==> src/rtl/reg_scoreboard_if.sv <==
// Decode <-> scoreboard bundle: issue request, variable-latency completion, squash,
// and the hazard/status results returned to decode.
interface reg_scoreboard_if #(
  parameter int NREGS = 32,
  parameter int LATW  = 3
);
  localparam int RW = $clog2(NREGS);

  logic            req_valid;
  logic            req_use1;
  logic [RW-1:0]   req_src1;
  logic            req_use2;
  logic [RW-1:0]   req_src2;
  logic            req_wen;
  logic [RW-1:0]   req_dest;
  logic [LATW-1:0] req_lat;
  logic            cpl_valid;
  logic [RW-1:0]   cpl_dest;
  logic            squash;
  logic            stall;
  logic            issue;
  logic [RW:0]     pending_cnt;
  logic            idle;
  logic            cpl_err;

  modport master (
    output req_valid, req_use1, req_src1, req_use2, req_src2,
           req_wen, req_dest, req_lat, cpl_valid, cpl_dest, squash,
    input  stall, issue, pending_cnt, idle, cpl_err
  );

  modport slave (
    input  req_valid, req_use1, req_src1, req_use2, req_src2,
           req_wen, req_dest, req_lat, cpl_valid, cpl_dest, squash,
    output stall, issue, pending_cnt, idle, cpl_err
  );
endinterface

==> src/rtl/reg_scoreboard.sv <==
// Per-register pending-write scoreboard for fixed and variable latency units;
// stall/issue are combinational, pending_cnt/idle/cpl_err are registered.
module reg_scoreboard #(
  parameter int NREGS  = 32,
  parameter int LATW   = 3,
  parameter int MAXVAR = 2,
  parameter int BYPASS = 1
) (
  input  logic            CLK,
  input  logic            RST,
  reg_scoreboard_if.slave sb
);
  localparam int RW = $clog2(NREGS);
  localparam int CW = RW + 1;

  logic [LATW-1:0]  cnt_q [NREGS];
  logic [LATW-1:0]  cnt_d [NREGS];
  logic [NREGS-1:0] var_q;
  logic [NREGS-1:0] var_d;
  logic [NREGS-1:0] busy;
  logic [NREGS-1:0] busy_d;
  logic [NREGS-1:0] rdy;
  logic [CW-1:0]    var_count;
  logic [CW-1:0]    var_post;
  logic [CW-1:0]    pend_d;
  logic [CW-1:0]    pend_q;
  logic             idle_q;
  logic             err_q;
  logic             last_vld;
  logic [RW-1:0]    last_dest;
  logic             cpl_hit;
  logic             raw1;
  logic             raw2;
  logic             waw;
  logic             strct;
  logic             stall_c;
  logic             issue_c;
  logic             wr_live;

  always_comb begin
    var_count = '0;
    for (int r = 0; r < NREGS; r++) begin
      busy[r] = (r != 0) && ((cnt_q[r] != '0) || var_q[r]);
      rdy[r]  = (r == 0) || !busy[r] ||
                ((BYPASS != 0) &&
                 (((cnt_q[r] == LATW'(1)) && !var_q[r]) ||
                  (var_q[r] && sb.cpl_valid && (sb.cpl_dest == RW'(r)))));
      var_count = var_count + CW'(var_q[r]);
    end
  end

  // A completion landing this cycle frees its variable slot for a same-cycle issue.
  assign cpl_hit  = sb.cpl_valid & var_q[sb.cpl_dest];
  assign var_post = var_count - CW'(cpl_hit);

  assign raw1  = sb.req_use1 & ~rdy[sb.req_src1];
  assign raw2  = sb.req_use2 & ~rdy[sb.req_src2];
  assign waw   = sb.req_wen & (sb.req_dest != '0) & busy[sb.req_dest];
  assign strct = sb.req_wen & (sb.req_lat == '0) & (var_post >= CW'(MAXVAR));

  assign stall_c = sb.req_valid & (raw1 | raw2 | waw | strct);
  assign issue_c = sb.req_valid & ~stall_c & ~sb.squash;
  assign wr_live = issue_c & sb.req_wen & (sb.req_dest != '0);

  always_comb begin
    pend_d = '0;
    for (int r = 0; r < NREGS; r++) begin
      cnt_d[r] = (cnt_q[r] != '0) ? (cnt_q[r] - LATW'(1)) : '0;
      var_d[r] = var_q[r] & ~(sb.cpl_valid && (sb.cpl_dest == RW'(r)));
      if (wr_live && (sb.req_dest == RW'(r))) begin
        if (sb.req_lat != '0) begin
          cnt_d[r] = sb.req_lat;
        end else begin
          var_d[r] = 1'b1;
        end
      end
      // The squashed write found its dest idle (WAW), so clearing fully undoes it.
      if (sb.squash && last_vld && (last_dest == RW'(r))) begin
        cnt_d[r] = '0;
        var_d[r] = 1'b0;
      end
      if (r == 0) begin
        cnt_d[r] = '0;
        var_d[r] = 1'b0;
      end
      busy_d[r] = (cnt_d[r] != '0) || var_d[r];
      pend_d    = pend_d + CW'(busy_d[r]);
    end
  end

  always_ff @(posedge CLK or posedge RST) begin
    if (RST) begin
      for (int r = 0; r < NREGS; r++) begin
        cnt_q[r] <= '0;
      end
      var_q     <= '0;
      pend_q    <= '0;
      idle_q    <= 1'b1;
      err_q     <= 1'b0;
      last_vld  <= 1'b0;
      last_dest <= '0;
    end else begin
      for (int r = 0; r < NREGS; r++) begin
        cnt_q[r] <= cnt_d[r];
      end
      var_q     <= var_d;
      pend_q    <= pend_d;
      idle_q    <= (pend_d == '0);
      err_q     <= err_q | (sb.cpl_valid & ~var_q[sb.cpl_dest]);
      last_vld  <= wr_live;
      last_dest <= sb.req_dest;
    end
  end

  assign sb.stall       = stall_c;
  assign sb.issue       = issue_c;
  assign sb.pending_cnt = pend_q;
  assign sb.idle        = idle_q;
  assign sb.cpl_err     = err_q;
endmodule

==> src/flat_wrapper.sv <==
// flat-port wrapper written by rule: the top's interface ports become plain ports
module reg_scoreboard_flat 
#(
  parameter int NREGS  = 32,
  parameter int LATW   = 3,
  parameter int MAXVAR = 2,
  parameter int BYPASS = 1
)
  (CLK, RST, sb_req_valid, sb_req_use1, sb_req_src1, sb_req_use2, sb_req_src2, sb_req_wen, sb_req_dest, sb_req_lat, sb_cpl_valid, sb_cpl_dest, sb_squash, sb_stall, sb_issue, sb_pending_cnt, sb_idle, sb_cpl_err);
  reg_scoreboard_if #(.NREGS(NREGS), .LATW(LATW)) sb_i ();
  input  logic CLK;
  input  logic RST;
  input wire logic [$bits(sb_i.req_valid)-1:0] sb_req_valid;
  input wire logic [$bits(sb_i.req_use1)-1:0] sb_req_use1;
  input wire logic [$bits(sb_i.req_src1)-1:0] sb_req_src1;
  input wire logic [$bits(sb_i.req_use2)-1:0] sb_req_use2;
  input wire logic [$bits(sb_i.req_src2)-1:0] sb_req_src2;
  input wire logic [$bits(sb_i.req_wen)-1:0] sb_req_wen;
  input wire logic [$bits(sb_i.req_dest)-1:0] sb_req_dest;
  input wire logic [$bits(sb_i.req_lat)-1:0] sb_req_lat;
  input wire logic [$bits(sb_i.cpl_valid)-1:0] sb_cpl_valid;
  input wire logic [$bits(sb_i.cpl_dest)-1:0] sb_cpl_dest;
  input wire logic [$bits(sb_i.squash)-1:0] sb_squash;
  output wire logic [$bits(sb_i.stall)-1:0] sb_stall;
  output wire logic [$bits(sb_i.issue)-1:0] sb_issue;
  output wire logic [$bits(sb_i.pending_cnt)-1:0] sb_pending_cnt;
  output wire logic [$bits(sb_i.idle)-1:0] sb_idle;
  output wire logic [$bits(sb_i.cpl_err)-1:0] sb_cpl_err;
  assign sb_i.req_valid = sb_req_valid;
  assign sb_i.req_use1 = sb_req_use1;
  assign sb_i.req_src1 = sb_req_src1;
  assign sb_i.req_use2 = sb_req_use2;
  assign sb_i.req_src2 = sb_req_src2;
  assign sb_i.req_wen = sb_req_wen;
  assign sb_i.req_dest = sb_req_dest;
  assign sb_i.req_lat = sb_req_lat;
  assign sb_i.cpl_valid = sb_cpl_valid;
  assign sb_i.cpl_dest = sb_cpl_dest;
  assign sb_i.squash = sb_squash;
  assign sb_stall = sb_i.stall;
  assign sb_issue = sb_i.issue;
  assign sb_pending_cnt = sb_i.pending_cnt;
  assign sb_idle = sb_i.idle;
  assign sb_cpl_err = sb_i.cpl_err;
  reg_scoreboard #(.NREGS(NREGS), .LATW(LATW), .MAXVAR(MAXVAR), .BYPASS(BYPASS)) u_core (.CLK(CLK), .RST(RST), .sb(sb_i));
endmodule
==> config.mk <==
export PLATFORM = sky130hd
export DESIGN_NAME = reg_scoreboard_flat
export DESIGN_NICKNAME = d
export VERILOG_FILES = /design/src/rtl/reg_scoreboard_if.sv /design/src/rtl/reg_scoreboard.sv /design/src/flat_wrapper.sv
export SDC_FILE = /design/constraint.sdc
export NUM_CORES = 1
export LEC_CHECK = 0
export BUFFER_PORTS_ARGS = -buffer_cell sky130_fd_sc_hd__clkbuf_2
export CORE_ASPECT_RATIO = 0.5
export CORE_MARGIN = 2
export CORE_UTILIZATION = 50
export DETAILED_ROUTE_END_ITERATION = 8
export GPL_ROUTABILITY_DRIVEN = 1
export PLACE_DENSITY = 0.62
export SYNTH_ARGS = -nofsm -noshare
export SYNTH_HDL_FRONTEND = slang
export SYNTH_SLANG_ARGS = --single-unit
==> constraint.sdc <==
create_clock -name CLK -period 20.1 [get_ports CLK]
set_input_delay 5.025 -clock CLK [delete_from_list [all_inputs] [get_ports CLK]]
set_output_delay 5.025 -clock CLK [all_outputs]
set_load 0.02 [all_outputs]
# Word-level counts from Yosys, hierarchy flattened
# Index checks and enable logic that the tools add are counted.
# word_totals
reg_bits,138
inputBits,31
out_inout_bits,10
wordCells,1006
# op_classes
muxes,225
n_reduce_logical,439
eq_ne,124
n_lt_le_gt_ge,5
addsub,92
n_bitwise,84
# ops
cell,n
$mux 3,124
$add 6x1->6,58
$eq 5x5->1 const B,48
$reduce_bool 3->1,63
$logic_and 1x1->1,187
$logic_or 1x1->1,124
$eq 5x4->1 const B,24
$mux 1,97
$eq 3x1->1 const B,31
$sub 3x1->3 const B,31
$logic_not 1->1,62
$eq 5x3->1 const B,12
$and 1x1->1,44
$not 1->1,36
$eq 5x2->1 const B,6
$lt 5x6->1 const B,4
$bmux 1 s5,4
$eq 5x1->1 const B,3
$ge 6x2->1 const B,1
$logic_not 6->1,1
$sub 6x1->6,1
$reduce_bool 5->1,1
$add 1x1->2,2
$or 1x1->1,4
$logic_not 3->1,1

# Logic depth before layout (Yosys ltp)
# depth
ltp_word,76
depth_mapped,45
ltp_nobuf,41

# Worst setup path before layout
# OpenSTA, ideal clock, no wires.
# synth_path
path_type,in2reg
startpoint,in sb_cpl_dest[1]
endpoint,"reg u_core.idle_q, in the netlist u_core.sb.idle"
setup_time_ns,0.082
required_time_ns,20.018
cell_stages,41
n_path_buf,4
slack_ns,3.236
arrival_time_ns,16.782
cell_sequence,buf_2 > buf_2 > mux4_2 > mux4_2 > mux2i_1 > nor2_1 > ha_1 > fa_1 > fa_1 > fa_1 > fa_1 > fa_1 > inv_1 > ha_1 > a21oi_1 > o21ai_0 > a21oi_1 > xnor2_1 > (+5 left out) > a31oi_1 > a31oi_1 > ha_1 > inv_1 > fa_1 > fa_1 > fa_1 > fa_1 > fa_1 > fa_1 > inv_1 > ha_1 > fa_1 > a21o_1 > a21oi_1 > xnor2_1 > or4_1 > nor3_1
# synth_via
elab_chain_cells,53
elab_cells_between_ends,519
classes_between,add/sub (31); order compare (1); eq/ne (31); mux (161); bitwise (77); reduce/logical (218)
# synth_rtl
element,line,rtl
from (decl),flat_wrapper.sv:22,input wire logic [$bits(sb_i.cpl_dest)-1:0] sb_cpl_dest;
branches (longest 51 deep; another with $sub 6x1->6),--,
$add 6x1->6 *,reg_scoreboard.sv:87,pend_d = pend_d + CW'(busy_d[r]);
net u_core.pend_d[4],reg_scoreboard.sv:25,logic [CW-1:0] pend_d;
$logic_not 6->1 *,reg_scoreboard.sv:108,idle_q <= (pend_d == '0);
to (signal assigned),reg_scoreboard.sv:108,
to (decl),reg_scoreboard.sv:27,logic idle_q;
# Mark *: on every way through the listed nets, which the timed path passes. The select of a mux whose other input is x is not followed.

# Worst setup path after layout
# layout_path
startpoint,in sb_cpl_dest[0]
endpoint,out sb_issue
# layout_via
elab_chain_cells,15
elab_cells_between_ends,145
classes_between,add/sub (1); order compare (1); eq/ne (31); mux (6); bitwise (13); reduce/logical (93)
# layout_rtl
element,line,rtl
branches (longest 10 deep; another with $sub 6x1->6),--,
$or 1x1->1 *,reg_scoreboard.sv:61,assign stall_c = sb.req_valid & (raw1 | raw2 | waw | strct);
$and 1x1->1 *,reg_scoreboard.sv:61,
$not 1->1 *,reg_scoreboard.sv:62,assign issue_c = sb.req_valid & ~stall_c & ~sb.squash;
$and 1x1->1 * (2 in series),reg_scoreboard.sv:62,
to (decl),flat_wrapper.sv:25,output wire logic [$bits(sb_i.issue)-1:0] sb_issue;
# Every way passes the cells marked *. The select of a mux whose other input is x is not followed.

==> flow_summary.json <==
{
  "status": "finished clean",
  "routed_wl_mm": 52.71,
  "grt_overflow_total": 0,
  "synth_xor_area_share_pct": 0.3450,
  "cp_slowest_cell": "fa_1",
  "setup_viol": 0,
  "slew_headroom_pct": 20.58,
  "min_path_type": "reg2reg",
  "syn_inst": 1478,
  "ir_drop_v": 0.0003182,
  "synth_warnings": 0,
  "endpoint_kind": "output pin",
  "muxShareOfSynthArea_pct": 6.457,
  "cp_cell_sequence": "clkbuf_2 -> mux4_2 -> mux4_2 -> mux2i_1 -> nor2_1 -> ha_1 -> fa_1 -> fa_1 -> fa_1 -> fa_1 -> fa_1 -> inv_1 -> ha_1 -> a21oi_1 -> o21ai_0 -> a21oi_1 -> xnor2_1 -> a221oi_2 -> and4_1 -> buf_4 -> nand2_1 -> nor3b_1 -> clkbuf_2",
  "fin_setup_tns_ns": 0,
  "worst_slew_pin_slew_ns": 1.187,
  "die_w_um": 229.3,
  "cts_resized": 0,
  "layout.nets": 1647,
  "cts_sinks": 138,
  "n_fill_cell": 2277,
  "postCtsSetupBuffers": 0,
  "drv_slew": 0,
  "clock_latency_ns": 0.46,
  "syn_nets": 1634,
  "antenna_cells": 0,
  "track_usage_pct": 39.86,
  "worst_ep_required_time_ns": 15.07,
  "clk_pin_slew_ns": 0.07,
  "regArea_um2": 3455,
  "multi_input_area_um2": 8392,
  "viasPerCell": 6.872,
  "avgSynthCellArea_um2": 8.587,
  "cp_data_arrival_time_ns": 12.79,
  "portBuffers": 40,
  "hold_viol": 0,
  "critPathMostFrequentCell": "fa_1",
  "drc": 0,
  "first_pass_iters": 8,
  "final.min_clock_period_ns": 17.81,
  "die_area_um2": 26750,
  "hold_buffers": 0,
  "syn_area_um2": 12690,
  "synth_cell_types": 86,
  "fmax_mhz": 56.14,
  "synth-compound-area-share_pct": 18.26,
  "dp.cells": 1816,
  "cts_tree": "done",
  "ant_nets": 0,
  "synthAdderAreaFrac_pct": 15.10,
  "drt_iter0_markers": 1939,
  "fin_crit_sh_pct": 88.62,
  "ys_ff_latch": 138,
  "path_max_fanout": 37,
  "avgRoutedWirePerCell_um": 28.52,
  "startpoint_type": "input port",
  "drive_gt1_share_pct": 11.50,
  "grt_pass1_wl_mm": 77.40,
  "grt_pass1_vias": 11994,
  "vias": 12699,
  "crit_type": "in2out",
  "synth_top_flop_cell": "dfrtp_1",
  "rsz0062_at_grt": "no",
  "cts.htree.levels": 4,
  "initial_core_util_pct": 50.60,
  "antenna_found_initial": 1,
  "power_leakage_nw": 6.154,
  "ios": 41,
  "synth-simple-area-share_pct": 25.82,
  "clock_skew_ns": 0.01231,
  "final_cells": 1848,
  "r2r_slack_ns": 6.85,
  "async_flop_share_pct": 100.0,
  "synth-edff-count": 0,
  "cp_slowest_stage_delay_ns": 0.62,
  "dp_hpwl_mm": 40.46,
  "maxCapViolations": 0,
  "synth_top_family_by_area": "simple AND/OR/NAND/NOR gates",
  "powerDensity_nw_per_um2": 105.9,
  "cts_root_buffer": "clkbuf_16",
  "cts_inserted_buffers": 17,
  "yosysSeqAreaShare_pct": 27.22,
  "num_rows": 41,
  "core_um2": 25090,
  "syn_to_final_growth_pct": 8.832,
  "die_h_um": 116.7,
  "grt_max_degree": 71,
  "cts_buffer_depth": 2,
  "gp_congestion": 1.036
}
## cell families after synthesis
group,after synthesis
flip-flops,138
multiplexers,63
XOR/XNOR,5
AND/OR/NAND/NOR,597
buffers and inverters,218
adder cells (fa/ha/maj),125
AO/OA/AOI/OAI,332
## power by group
group,internal [W],total (W),switching (W)
Clock,0.000199,0.000345,0.000146
Combinational,0.000295,0.000781,0.000486
Sequential,0.000311,0.000336,0.0000257
## registers in the layout (all words and copies together), names as in the netlist
signal	cells
u_core.last_dest	5
u_core.last_vld	1
u_core.sb.pending_cnt	6
u_core.sb.idle	1
u_core.cnt_q	93
u_core.sb.cpl_err	1
u_core.var_q	31
## per-layer routing
metal / vias to the layer above / part of all wire [%] / global-route usage, % / wire length (um)
met4: 2 / 2.9 / 12.94 / 1552
met5: - / 0.049 / 0 / 26
met3: 129 / 16 / 18.46 / 8258
met2: 874 / 40 / 57.05 / 21230
met1: 6325 / 41 / 53.37 / 21640
li1: 5369 / - / - / -
## placed cells by master, fill, tap and decap left out, types with 20 or more instances in the layout
cell and n:
a21oi_1 79, a31oi_1 28, buf_4 20, clkbuf_2 40, dfrtp_1 137, fa_1 47, ha_1 78, inv_1 149
mux2i_1 38, nand2_1 124, nand2b_1 23, nand3_1 62, nand4_1 26, nor2_1 143, nor2b_1 32, nor3_1 50
o21ai_0 58
## synth_stat cells (19+ instances only)
| library cell | number | share of area [%] |
|---|---|---|
| dfrtp_1 | 137 | 27 |
| fa_1 | 47 | 7.4 |
| a31oi_1 | 28 | 1.4 |
| nor2b_1 | 32 | 1.6 |
| ha_1 | 78 | 7.7 |
| o21ai_0 | 58 | 2.3 |
| nand4_1 | 26 | 1.3 |
| nand2_1 | 124 | 3.7 |
| nor2_1 | 143 | 4.2 |
| nand3_1 | 62 | 2.4 |
| clkbuf_1 | 36 | 1.1 |
| nand2b_1 | 23 | 1.1 |
| a21oi_1 | 79 | 3.1 |
| inv_1 | 150 | 4.4 |
| nor3_1 | 51 | 2.0 |
| buf_2 | 24 | 0.95 |
| and2_1 | 19 | 0.94 |
| mux2i_1 | 38 | 3.0 |
## metrics by stage
stage | hold WS [ns] | utilization, % | power (W) | setup slack (ns) | area, um^2
2_1_floorplan | 0.5550 | - | 0.0008550 | 3.236 | 12690
3_3_place_gp | 0.5260 | 52.63 | 0.001087 | 2.217 | 13200
3_5_place_dp | 0.5175 | 52.63 | 0.001102 | 2.019 | 13200
4_1_cts | 0.5356 | 55.07 | 0.001458 | 2.390 | 13810
5_1_grt | 0.5440 | 55.07 | 0.001569 | 1.726 | 13810
6_report | 0.5359 | 55.07 | 0.001462 | 2.288 | 13810
## final cells by class
class | count | share of cell area, %
clock buffers | 19 | 3.207
flip-flops and latches | 138 | 25.01
inverters | 152 | 4.167
clock inverters | 13 | 1.214
repair buffers | 60 | 2.536
well taps | 344 | 3.116
multi-input cells | 1122 | 60.75
## worst max-delay path: cells and delay by family
kind | cells | cell delay (ns)
buf+inv | 4 | 1.14
simple gates | 4 | 1.14
mux | 3 | 1.27
xor+xnor | 1 | 0.12
compound gates | 4 | 0.86
fa+ha+maj | 7 | 3.20
## worst paths after layout
| kind | from | to | cells past startpoint |
|---|---|---|---|
| hold reg to reg | u_core.sb.cpl_err | u_core.sb.cpl_err | 1 |
| hold / removal | u_core.sb.cpl_err | u_core.sb.cpl_err | 1 |
| max in group asynchronous | RST | u_core.var_q[17] | 3 |
| setup / recovery | sb_cpl_dest[0] | sb_issue | 23 |
| min in group asynchronous | RST | u_core.sb.pending_cnt[5] | 2 |
| setup reg to reg | u_core.var_q[10] | u_core.sb.idle | 37 |
Power figures use the tool's default switching activity.
